===== src/rtl/riscv_ctrl_pkg.sv =====
// Shared encodings for the RV32I multicycle controller: opcodes, ALUOp values,
// FSM states, decoded instruction classes and fault codes.
package riscv_ctrl_pkg;

    localparam logic [6:0] OP_R      = 7'b0110011;
    localparam logic [6:0] OP_I      = 7'b0010011;
    localparam logic [6:0] OP_LOAD   = 7'b0000011;
    localparam logic [6:0] OP_STORE  = 7'b0100011;
    localparam logic [6:0] OP_BRANCH = 7'b1100011;
    localparam logic [6:0] OP_LUI    = 7'b0110111;
    localparam logic [6:0] OP_AUIPC  = 7'b0010111;
    localparam logic [6:0] OP_JAL    = 7'b1101111;
    localparam logic [6:0] OP_JALR   = 7'b1100111;

    localparam logic [1:0] ALUOP_ADD    = 2'b00;
    localparam logic [1:0] ALUOP_BRANCH = 2'b01;
    localparam logic [1:0] ALUOP_FUNCT  = 2'b10;
    localparam logic [1:0] ALUOP_PASS   = 2'b11;

    localparam logic [1:0] FC_NONE         = 2'b00;
    localparam logic [1:0] FC_IMEM_TIMEOUT = 2'b01;
    localparam logic [1:0] FC_ILLEGAL      = 2'b10;
    localparam logic [1:0] FC_DMEM_TIMEOUT = 2'b11;

    typedef enum logic [2:0] {
        ST_FETCH     = 3'd0,
        ST_DECODE    = 3'd1,
        ST_EXECUTE   = 3'd2,
        ST_MEM       = 3'd3,
        ST_WRITEBACK = 3'd4,
        ST_FAULT     = 3'd5
    } ctrl_state_e;

    typedef enum logic [3:0] {
        CLS_NONE,
        CLS_R,
        CLS_I,
        CLS_LW,
        CLS_SW,
        CLS_BR,
        CLS_LUI,
        CLS_AUIPC,
        CLS_JAL,
        CLS_JALR
    } instr_class_e;

    function automatic instr_class_e classify(input logic [6:0] op);
        instr_class_e cls;
        unique case (op)
            OP_R:      cls = CLS_R;
            OP_I:      cls = CLS_I;
            OP_LOAD:   cls = CLS_LW;
            OP_STORE:  cls = CLS_SW;
            OP_BRANCH: cls = CLS_BR;
            OP_LUI:    cls = CLS_LUI;
            OP_AUIPC:  cls = CLS_AUIPC;
            OP_JAL:    cls = CLS_JAL;
            OP_JALR:   cls = CLS_JALR;
            default:   cls = CLS_NONE;
        endcase
        return cls;
    endfunction

    function automatic logic [1:0] alu_op_of(input instr_class_e cls);
        logic [1:0] op;
        unique case (cls)
            CLS_BR:                     op = ALUOP_BRANCH;
            CLS_R, CLS_I:               op = ALUOP_FUNCT;
            CLS_LUI, CLS_JAL, CLS_JALR: op = ALUOP_PASS;
            default:                    op = ALUOP_ADD;
        endcase
        return op;
    endfunction

endpackage


===== src/rtl/mem_wait_timer.sv =====
// Wait-cycle counter shared by the instruction-fetch and data-access handshakes;
// flags a timeout on the MEM_TIMEOUT-th consecutive cycle without ack.
module mem_wait_timer #(
    parameter int MEM_TIMEOUT = 16
) (
    input  logic clk,
    input  logic rst_n,
    input  logic clr_i,
    input  logic en_i,
    output logic timeout_o
);

    localparam int CW = $clog2(MEM_TIMEOUT + 1);
    localparam logic [CW-1:0] LAST = CW'(MEM_TIMEOUT - 1);

    logic [CW-1:0] count_q;

    // Fires in the cycle whose increment would bring the count to MEM_TIMEOUT.
    assign timeout_o = en_i && (count_q == LAST);

    always_ff @(posedge clk or negedge rst_n) begin
        if (!rst_n) begin
            count_q <= '0;
        end else if (clr_i) begin
            count_q <= '0;
        end else if (en_i) begin
            count_q <= count_q + 1'b1;
        end
    end

endmodule


===== src/rtl/multicycle_controller.sv =====
// Multicycle RV32I main controller: FETCH/DECODE/EXECUTE/MEM/WRITEBACK FSM with
// req/ack memory handshakes and a sticky FAULT state. MULTICYCLE_CTRL_PERF_EN adds counters.
module multicycle_controller
    import riscv_ctrl_pkg::*;
#(
    parameter int MEM_TIMEOUT     = 16,
    parameter bit TRAP_ON_ILLEGAL = 1'b1,
    parameter int CNT_W           = 32
) (
    input  logic             clk,
    input  logic             rst_n,
    input  logic [6:0]       Opcode,
    output logic             imem_req,
    input  logic             imem_ack,
    output logic             dmem_req,
    input  logic             dmem_ack,
    output logic             ir_write,
    output logic             pc_write,
    output logic             alu_a_pc,
    output logic             ALUSrc,
    output logic             MemtoReg,
    output logic             RegWrite,
    output logic             MemRead,
    output logic             MemWrite,
    output logic             Branch,
    output logic             jal,
    output logic             jalr,
    output logic [1:0]       ALUOp,
    output logic             fault,
    output logic [1:0]       fault_code,
    output logic [2:0]       state_dbg
`ifdef MULTICYCLE_CTRL_PERF_EN
    ,
    output logic [CNT_W-1:0] retired_cnt,
    output logic [CNT_W-1:0] stall_cnt
`endif
);

    if (MEM_TIMEOUT < 1 || CNT_W < 1) begin : g_param_check
        $error("multicycle_controller: MEM_TIMEOUT and CNT_W must be >= 1");
    end

    ctrl_state_e  state_q, state_d;
    instr_class_e class_q, class_d, dec_class;
    logic [1:0]   fault_code_q, fault_code_d;
    logic         wait_en, timer_clr, timeout;

    assign dec_class = classify(Opcode);
    assign wait_en   = (state_q == ST_FETCH && !imem_ack) || (state_q == ST_MEM && !dmem_ack);
    assign timer_clr = (state_d != state_q);

    mem_wait_timer #(
        .MEM_TIMEOUT(MEM_TIMEOUT)
    ) u_wait_timer (
        .clk      (clk),
        .rst_n    (rst_n),
        .clr_i    (timer_clr),
        .en_i     (wait_en),
        .timeout_o(timeout)
    );

    always_comb begin
        // NOTE: every variable gets a default before the case so no path infers a latch.
        state_d      = state_q;
        class_d      = class_q;
        fault_code_d = fault_code_q;
        unique case (state_q)
            ST_FETCH: begin
                if (imem_ack) begin
                    state_d = ST_DECODE;
                end else if (timeout) begin
                    state_d      = ST_FAULT;
                    fault_code_d = FC_IMEM_TIMEOUT;
                end
            end
            ST_DECODE: begin
                class_d = dec_class;
                if (dec_class != CLS_NONE) begin
                    state_d = ST_EXECUTE;
                end else if (TRAP_ON_ILLEGAL) begin
                    state_d      = ST_FAULT;
                    fault_code_d = FC_ILLEGAL;
                end else begin
                    state_d = ST_FETCH;
                end
            end
            ST_EXECUTE: begin
                if (class_q == CLS_BR) begin
                    state_d = ST_FETCH;
                end else if (class_q == CLS_LW || class_q == CLS_SW) begin
                    state_d = ST_MEM;
                end else begin
                    state_d = ST_WRITEBACK;
                end
            end
            ST_MEM: begin
                if (dmem_ack) begin
                    state_d = (class_q == CLS_SW) ? ST_FETCH : ST_WRITEBACK;
                end else if (timeout) begin
                    state_d      = ST_FAULT;
                    fault_code_d = FC_DMEM_TIMEOUT;
                end
            end
            ST_WRITEBACK: state_d = ST_FETCH;
            ST_FAULT:     state_d = ST_FAULT;
            default:      state_d = ST_FETCH;
        endcase
    end

    always_ff @(posedge clk or negedge rst_n) begin
        if (!rst_n) begin
            state_q      <= ST_FETCH;
            class_q      <= CLS_NONE;
            fault_code_q <= FC_NONE;
        end else begin
            // NOTE: non-blocking so every flop samples values from before the edge.
            state_q      <= state_d;
            class_q      <= class_d;
            fault_code_q <= fault_code_d;
        end
    end

    always_comb begin
        imem_req = 1'b0;
        ir_write = 1'b0;
        dmem_req = 1'b0;
        pc_write = 1'b0;
        alu_a_pc = 1'b0;
        ALUSrc   = 1'b0;
        MemtoReg = 1'b0;
        RegWrite = 1'b0;
        MemRead  = 1'b0;
        MemWrite = 1'b0;
        Branch   = 1'b0;
        jal      = 1'b0;
        jalr     = 1'b0;
        ALUOp    = ALUOP_ADD;
        unique case (state_q)
            ST_FETCH: begin
                // Reset parks the FSM in FETCH; gating keeps the request low while held.
                imem_req = rst_n;
                ir_write = rst_n && imem_ack;
            end
            ST_DECODE: begin
                pc_write = (dec_class == CLS_NONE) && !TRAP_ON_ILLEGAL;
            end
            ST_EXECUTE: begin
                ALUSrc   = class_q inside {CLS_LW, CLS_SW, CLS_I, CLS_LUI, CLS_AUIPC, CLS_JALR};
                alu_a_pc = class_q inside {CLS_AUIPC, CLS_JAL};
                ALUOp    = alu_op_of(class_q);
                Branch   = (class_q == CLS_BR);
                pc_write = (class_q == CLS_BR);
            end
            ST_MEM: begin
                dmem_req = 1'b1;
                MemRead  = (class_q == CLS_LW);
                MemWrite = (class_q == CLS_SW);
                pc_write = (class_q == CLS_SW) && dmem_ack;
            end
            ST_WRITEBACK: begin
                RegWrite = 1'b1;
                MemtoReg = (class_q == CLS_LW);
                jal      = (class_q == CLS_JAL);
                jalr     = (class_q == CLS_JALR);
                pc_write = 1'b1;
            end
            default: ;
        endcase
    end

    assign fault      = (state_q == ST_FAULT);
    assign fault_code = fault_code_q;
    assign state_dbg  = state_q;

`ifdef MULTICYCLE_CTRL_PERF_EN
    logic [CNT_W-1:0] retired_q, stall_q;

    // Neither event can occur in FAULT, so both counters freeze there.
    always_ff @(posedge clk or negedge rst_n) begin
        if (!rst_n) begin
            retired_q <= '0;
            stall_q   <= '0;
        end else begin
            if (pc_write) retired_q <= retired_q + 1'b1;
            if (wait_en)  stall_q   <= stall_q + 1'b1;
        end
    end

    assign retired_cnt = retired_q;
    assign stall_cnt   = stall_q;
`endif

endmodule


===== config.mk =====
export PLATFORM = sky130hd
export DESIGN_NAME = multicycle_controller
export DESIGN_NICKNAME = d
export VERILOG_FILES = /design/src/rtl/riscv_ctrl_pkg.sv /design/src/rtl/mem_wait_timer.sv /design/src/rtl/multicycle_controller.sv
export SDC_FILE = /design/constraint.sdc
export NUM_CORES = 1
export LEC_CHECK = 0
export BUFFER_PORTS_ARGS = -buffer_cell sky130_fd_sc_hd__clkbuf_2
export CORE_ASPECT_RATIO = 0.9
export CORE_MARGIN = 2
export CORE_UTILIZATION = 55
export DETAILED_ROUTE_END_ITERATION = 8
export GPL_TIMING_DRIVEN = 0
export PLACE_DENSITY = 0.84
export SLEW_MARGIN = 10
export SYNTH_ARGS = -nofsm -noshare
export SYNTH_HDL_FRONTEND = slang
export SYNTH_SLANG_ARGS = --single-unit

===== constraint.sdc =====
create_clock -name clk -period 3.4 [get_ports clk]
set_clock_uncertainty 0.2 [all_clocks]
set_input_delay 0.68 -clock clk [delete_from_list [all_inputs] [get_ports clk]]
set_output_delay 0.68 -clock clk [all_outputs]
set_load 0.05 [all_outputs]

==> results of run 1 <==
==> worst max-delay path by stage <==
stage	cells past startpoint	start	end	slack [ps]
finish	6	state_dbg[1]	pc_write	670
detailed placement	4	dmem_ack	pc_write	960
floorplan	4	state_dbg[1]	pc_write	380
CTS	6	state_dbg[1]	pc_write	660
global route	6	state_dbg[1]	pc_write	540
global placement	4	dmem_ack	pc_write	970
==> per-stage QoR <==
| step | util, % | hold slack [ps] | area (um^2) | std cells |
|---|---|---|---|---|
| 3_3_place_gp | 67.5 | 336 | 1290 | 190 |
| 3_5_place_dp | 67.5 | 338 | 1290 | 190 |
| 5_1_grt | 68.7 | 133 | 1320 | 193 |
| 2_1_floorplan | - | 184 | 1110 | 135 |
| 4_1_cts | 68.7 | 109 | 1320 | 193 |
| 6_report | 68.7 | 106 | 1320 | 193 |
==> layer usage <==
layer	vias up	part of all wire (%)	global-route usage [%]	wire, um
li1	558	-	-	-
met1	515	47	32.7	1200
met2	49	45	37.1	1140
met3	0	8.6	4.55	221
met4	0	0	6.84	0
met5	-	0	0	0
==> worst register-to-register path, stage by stage (launching register included) <==
cell and delay [ps]:
dfrtp_1 410, ha_1 220, and3_1 180, ha_1 260, o31ai_1 270, a22oi_1 190, a211oi_2 230
==> flip-flops by register name, indices dropped and copies added (netlist names) <==
register,flops
fault_code,2
class_q,4
u_wait_timer.count_q,5
state_dbg,3
==> area by class of cell <==
cell class                      count  share of cell area (%)
Inverter                            9                    2.57
Timing Repair Buffer               30                    11.4
Tap cell                           25                    2.38
Buffer                              6                    3.04
Clock buffer                        3                    1.71
Sequential cell                    14                    26.6
Multi-Input combinational cell    106                    52.2
==> logic make-up after synthesis <==
logic type      Yosys count
compound gates           35
xor+xnor                  4
fa+ha+maj                 2
buf+inv                  15
flops                    14
mux                       1
simple gates             64
==> report_power, final <==
group / internal, W / switching [W]
Combinational: 0.000127 / 0.000315
Clock: 0.0000410 / 0.0000521
Sequential: 0.000192 / 0.0000227
==> cell usage in the layout, fill, tap and decap left out, types with 2 or more instances in the layout <==
master / n
clkbuf_2: 30
nor2_1: 21
dfrtp_1: 14
nand2_1: 9
inv_1: 9
a21oi_1: 7
nand2b_1: 5
nor3_1: 5
o21ai_0: 4
nand3_1: 4
nor2b_1: 3
and3_1: 3
a31oi_1: 3
a211oi_2: 3
xnor2_1: 3
clkbuf_4: 3
buf_2: 2
buf_4: 2
nand4_1: 2
o31ai_1: 2
a32oi_1: 2
nand3b_1: 2
a22o_1: 2
ha_1: 2
==> flow_summary.yaml, run 1 <==
status:
  status: "completed"
synthesis:
  synthTopCellsByCount: "nor2_1, dfrtp_1, inv_1, nand2_1, a21oi_1"
  ys_seq_area_share_pct: 31.7
  syn-num-nets: 148
  synth.avg_cell_area_um2: 8.19
  synth_edf_count: 0
  synthMuxAreaShare_pct: 0.905
  yosys-top-cells-area: "dfrtp_1, nor2_1, a211oi_2"
  synth-compound-area-share_pct: 24.2
  synth_area_leader_cell: "dfrtp_1"
  yosysWarnings: 0
  yosys.area_share.simple_pct: 31.1
  synth_area_mm2: 0.00111
  ys_async_sr_fraction_pct: 100
  synth_ff_type: "dfrtp_1"
  yosysMostFrequentCell: "nor2_1"
  synth.distinct_cells: 47
  ys_ff_latch: 14
  synth_top_family_by_area: "simple AND/OR/NAND/NOR gates"
  synth_top_area_share_pct: 31.7
  synth_fa_ha_area_share_pct: 2.26
  postSynthCellCount: 135
  synth-xor-area-share_pct: 3.17
placed_design:
  io_buffers: 30
  hpwlAfterDp_mm: 2.02
  place_ws_ps: 961
  gp_congestion: 0.854
detailed_routing:
  initialDrtViolationCount: 29
  drt-vias-per-instance: 5.81
  route.detailed.drc: 0
  ant_nets: 0
  first_pass_iters: 4
  vias: 1122
  routed_wl_mm: 2.57
  wire_per_inst_um: 13.3
critical_path:
  r2r_end: "u_wait_timer.count_q[4]"
  path_delay_family: "simple AND/OR/NAND/NOR gates"
  path_buf_inv: 2
  crit_chain: "nor2b_1 > nand2_1 > inv_1 > nand4_1 > or3b_2 > clkbuf_2"
  cp-end-kind: "primary output"
  worstReg2RegStart: "u_wait_timer.count_q[0]"
  cp.arrival_ps: 1850
  cp_max_fo: 7
  crit_path_start_kind: "register"
  worstSetupPathType: "reg -> out"
  rrSetupSlack_ps: 1350
  crit_path_max_incr_delay_ps: 440
  cp_data_required_time_ps: 2520
  cp_slowest_cell: "dfrtp_1"
  ff2ff_path_depth: 6
clock_tree:
  cts.repair.resized: 0
  clockBufferDepth: 2
  cts_tree: "done"
  clk_pin_slew_ps: 80
  cts-root-buf: "clkbuf_4"
  clkSinkCount: 14
  numCtsBuffers: 3
  htreeDepth: 1
  ctsHoldBuffers: 0
  clkLatencyLatePin_ps: 270
  post_cts_buffers: 0
timing:
  fmax_ghz: 0.366
  fin_tns_setup_ps: 0
  rsz0062_at_grt: "false"
  setup_viol: 0
  post-route-period-util_pct: 80.4
  hold_violations: 0
  relSlewSlack_pct: 69.0
  period_needed_ps: 2730
  slew_violations: 0
  worst_slack_ps: 666
  worst_slew_pin_slew_ps: 464
floorplanning:
  die_area_mm2: 0.00239
  die_w_um: 51.3
  initial_core_util_pct: 57.8
  design.core.area_mm2: 0.00191
  io_pins: 32
  die_h_um: 46.5
  fp-row-count: 15
grt:
  grt_pass1_vias: 947
  grt.total_usage_pct: 23.4
  grt_overflow: 0
  antenna_found_initial: 0
  grt_max_degree: 17
  grt_pass1_wl_mm: 4.15
final_layout:
  fillerInstances: 158
  syn2layout_area_growth_pct: 18.9
  antenna_cells: 0
  drive_gt1_share_pct: 28.6
  register_area_um2: 350
  multi_input_area_um2: 687
  nNetsFinal: 183
power_and_ir_drop:
  p_per_area_mw_per_mm2: 570
  ir_drop_mv: 0.417
  cellLeakagePower_nw: 0.612
  p_total_w: 0.000749
flow_run:
  drv_cap: 0
min_path:
  hold_path_class: "in -> async"
Note: power is estimated with default switching activity, not from simulation.
==> run 2: changes to the inputs <==
Settings changed: ABC_AREA set to 1, CORE_UTILIZATION 55 to 46, PLACE_DENSITY 0.84 to 0.74.
Clock period 3.4 ns to 2.5 ns, I/O delays scaled along.
==> flow_summary.yaml, run 2 <==
clock_tree:
  cts_tree: "done"
  htreeDepth: 1
  clkSinkCount: 14
  clockBufferDepth: 2
  post_cts_buffers: 0
  clk_pin_slew_ps: 80
  cts-root-buf: "clkbuf_4"
  clkLatencyLatePin_ps: 280
  numCtsBuffers: 3
min_path:
  hold_path_class: "reg -> reg"
power_and_ir_drop:
  p_sw_share_pct: 57.1
  p_int_w: 0.000577
  p_total_w: 0.00134
  power.switching_w: 0.000767
  combPwrFrac_pct: 64.0
  clkPwrFrac_pct: 9.8
  p_per_area_mw_per_mm2: 934
  cellLeakagePower_nw: 0.715
  p_seq_share_pct: 26.2
  ir_drop_mv: 0.759
grt:
  grt_max_degree: 15
  grt_pass1_vias: 1109
  grt.total_usage_pct: 19.8
  antenna_found_initial: 0
  grt_pass1_wl_mm: 4.57
  grt_overflow: 0
detailed_routing:
  first_pass_iters: 4
  routed_wl_mm: 2.57
  initialDrtViolationCount: 21
  vias: 1184
  ant_nets: 0
  wire_per_inst_um: 11.0
  route.detailed.drc: 0
  drt-vias-per-instance: 5.08
synthesis:
  yosys-top-cells-area: "dfrtp_1, nand2_1, inv_1"
  synth.distinct_cells: 31
  synth_area_leader_cell: "dfrtp_1"
  ys_seq_area_share_pct: 30.5
  synth_fa_ha_area_share_pct: 2.18
  synthMuxAreaShare_pct: 1.74
  synth_top_family_by_area: "simple AND/OR/NAND/NOR gates"
  yosys.area_share.simple_pct: 40.5
  synth-compound-area-share_pct: 12.2
  yosysMostFrequentCell: "nand2_1"
  synth_area_mm2: 0.00115
  synth_edf_count: 0
  ys_ff_latch: 14
  syn-num-nets: 182
  synth-xor-area-share_pct: 2.29
  synth_ff_type: "dfrtp_1"
  synthTopCellsByCount: "nand2_1, inv_1, nor2_1, dfrtp_1, nor2_2"
  synth_top_area_share_pct: 30.5
  postSynthCellCount: 169
  synth.avg_cell_area_um2: 6.80
  ys_async_sr_fraction_pct: 100
  yosysWarnings: 0
timing:
  relSlewSlack_pct: 58.4
  slew_violations: 0
  setup_viol: 0
  fmax_ghz: 0.424
  worst_slew_pin_slew_ps: 622
  hold_violations: 0
  fin_tns_setup_ps: 0
  holdWs_ps: 297
  period_needed_ps: 2360
  rsz0062_at_grt: "false"
  post-route-period-util_pct: 94.4
  worst_slack_ps: 139
placed_design:
  io_buffers: 31
  place_ws_ps: 339
  dp_cells: 228
  hpwlAfterDp_mm: 2.14
  gp_congestion: 0.830
floorplanning:
  die_area_mm2: 0.00292
  initial_core_util_pct: 47.8
  design.core.area_mm2: 0.00240
  fp-row-count: 17
  die_h_um: 51.4
  io_pins: 32
  die_w_um: 56.7
final_layout:
  layout_common_cells: "nand2_1, inv_1, clkbuf_2, nor2_1, nor2_2"
  nNetsFinal: 219
  largest_register_ffs: 5
  regMostFlops: "u_wait_timer.count_q"
  final_common_cell: "nand2_1"
  drive_gt1_share_pct: 34.6
  syn2layout_area_growth_pct: 25.2
  final_cells: 233
  antenna_cells: 0
  fillerInstances: 226
status:
  status: "completed"
critical_path:
  cp-end-kind: "primary output"
  cp_max_fo: 6
  cp_data_required_time_ps: 1800
  crit_path_start_kind: "register"
  worstSetupPathType: "reg -> out"
  rrSetupSlack_ps: 540
  cp.arrival_ps: 1660
flow_run:
  drv_cap: 0
-- run 2: cells by family (layout without fill, tap and decap cells) --
group,Yosys count,count (layout)
simple gates,93,93
buf+inv,32,68
xor+xnor,3,3
mux,2,2
compound gates,23,23
flops,14,14
fa+ha+maj,2,2
-- run 2: path summary, 6_finish.rpt --
path / start / end / cells after the start
min in group asynchronous: rst_n / u_wait_timer.count_q[4] / 2
hold / removal: fault_code[0] / fault_code[0] / 1
setup reg to reg: u_wait_timer.count_q[0] / u_wait_timer.count_q[3] / 12
max in group asynchronous: rst_n / state_dbg[0] / 2
hold reg to reg: fault_code[0] / fault_code[0] / 1
setup / recovery: state_dbg[1] / MemtoReg / 6
-- run 2: power by group through the flow --
stage | clock network (W) | registers [W] | logic, W
2_1_floorplan | 0 | 0.000451 | 0.000581
3_3_place_gp | 0 | 0.000349 | 0.000838
3_5_place_dp | 0 | 0.000352 | 0.000852
4_1_cts | 0.000136 | 0.000349 | 0.000857
5_1_grt | 0.000144 | 0.000360 | 0.000943
6_report | 0.000132 | 0.000353 | 0.000860
-- run 2: per-stage QoR --
| step | cell area (um^2) | utilization [%] |
|---|---|---|
| 6_report | 1440 | 59.9 |
| 5_1_grt | 1440 | 59.9 |
| 4_1_cts | 1420 | 59.2 |
| 3_5_place_dp | 1390 | 57.7 |
| 3_3_place_gp | 1390 | 57.7 |
| 2_1_floorplan | 1200 | - |
-- run 2: area by class of cell --
cell class              instances  area (um^2)  share of cell area [%]
multi-input cells             123          727                    50.5
well taps                      28         35.0                    2.43
clock buffers                   4         26.3                    1.82
flip-flops and latches         14          353                    24.5
repair buffers                 32          176                    12.3
inverters                      32          123                    8.51
-- run 2: worst max-delay path: stages, from the launching register on --
cell and delay (ps):
dfrtp_1 470, nor2_2 210, inv_1 70, nor2_2 90, inv_1 150, nor2_4 110, clkbuf_2 280
-- run 2: repair_timing --
action	4_1_cts	5_1_grt
endpoints found under the hold margin	14	0
resized for setup	0	13
hold buffers	1	0
endpoints found under the setup margin	0	6
-- run 2: layer usage --
| metal | GRT usage, % | share of wire, % | up-vias |
|---|---|---|---|
| met5 | 0 | 0 | - |
| met2 | 36.6 | 49 | 27 |
| met1 | 23.3 | 45 | 539 |
| met4 | 6.75 | 1.7 | 0 |
| met3 | 3.04 | 3.8 | 7 |
| li1 | - | - | 611 |
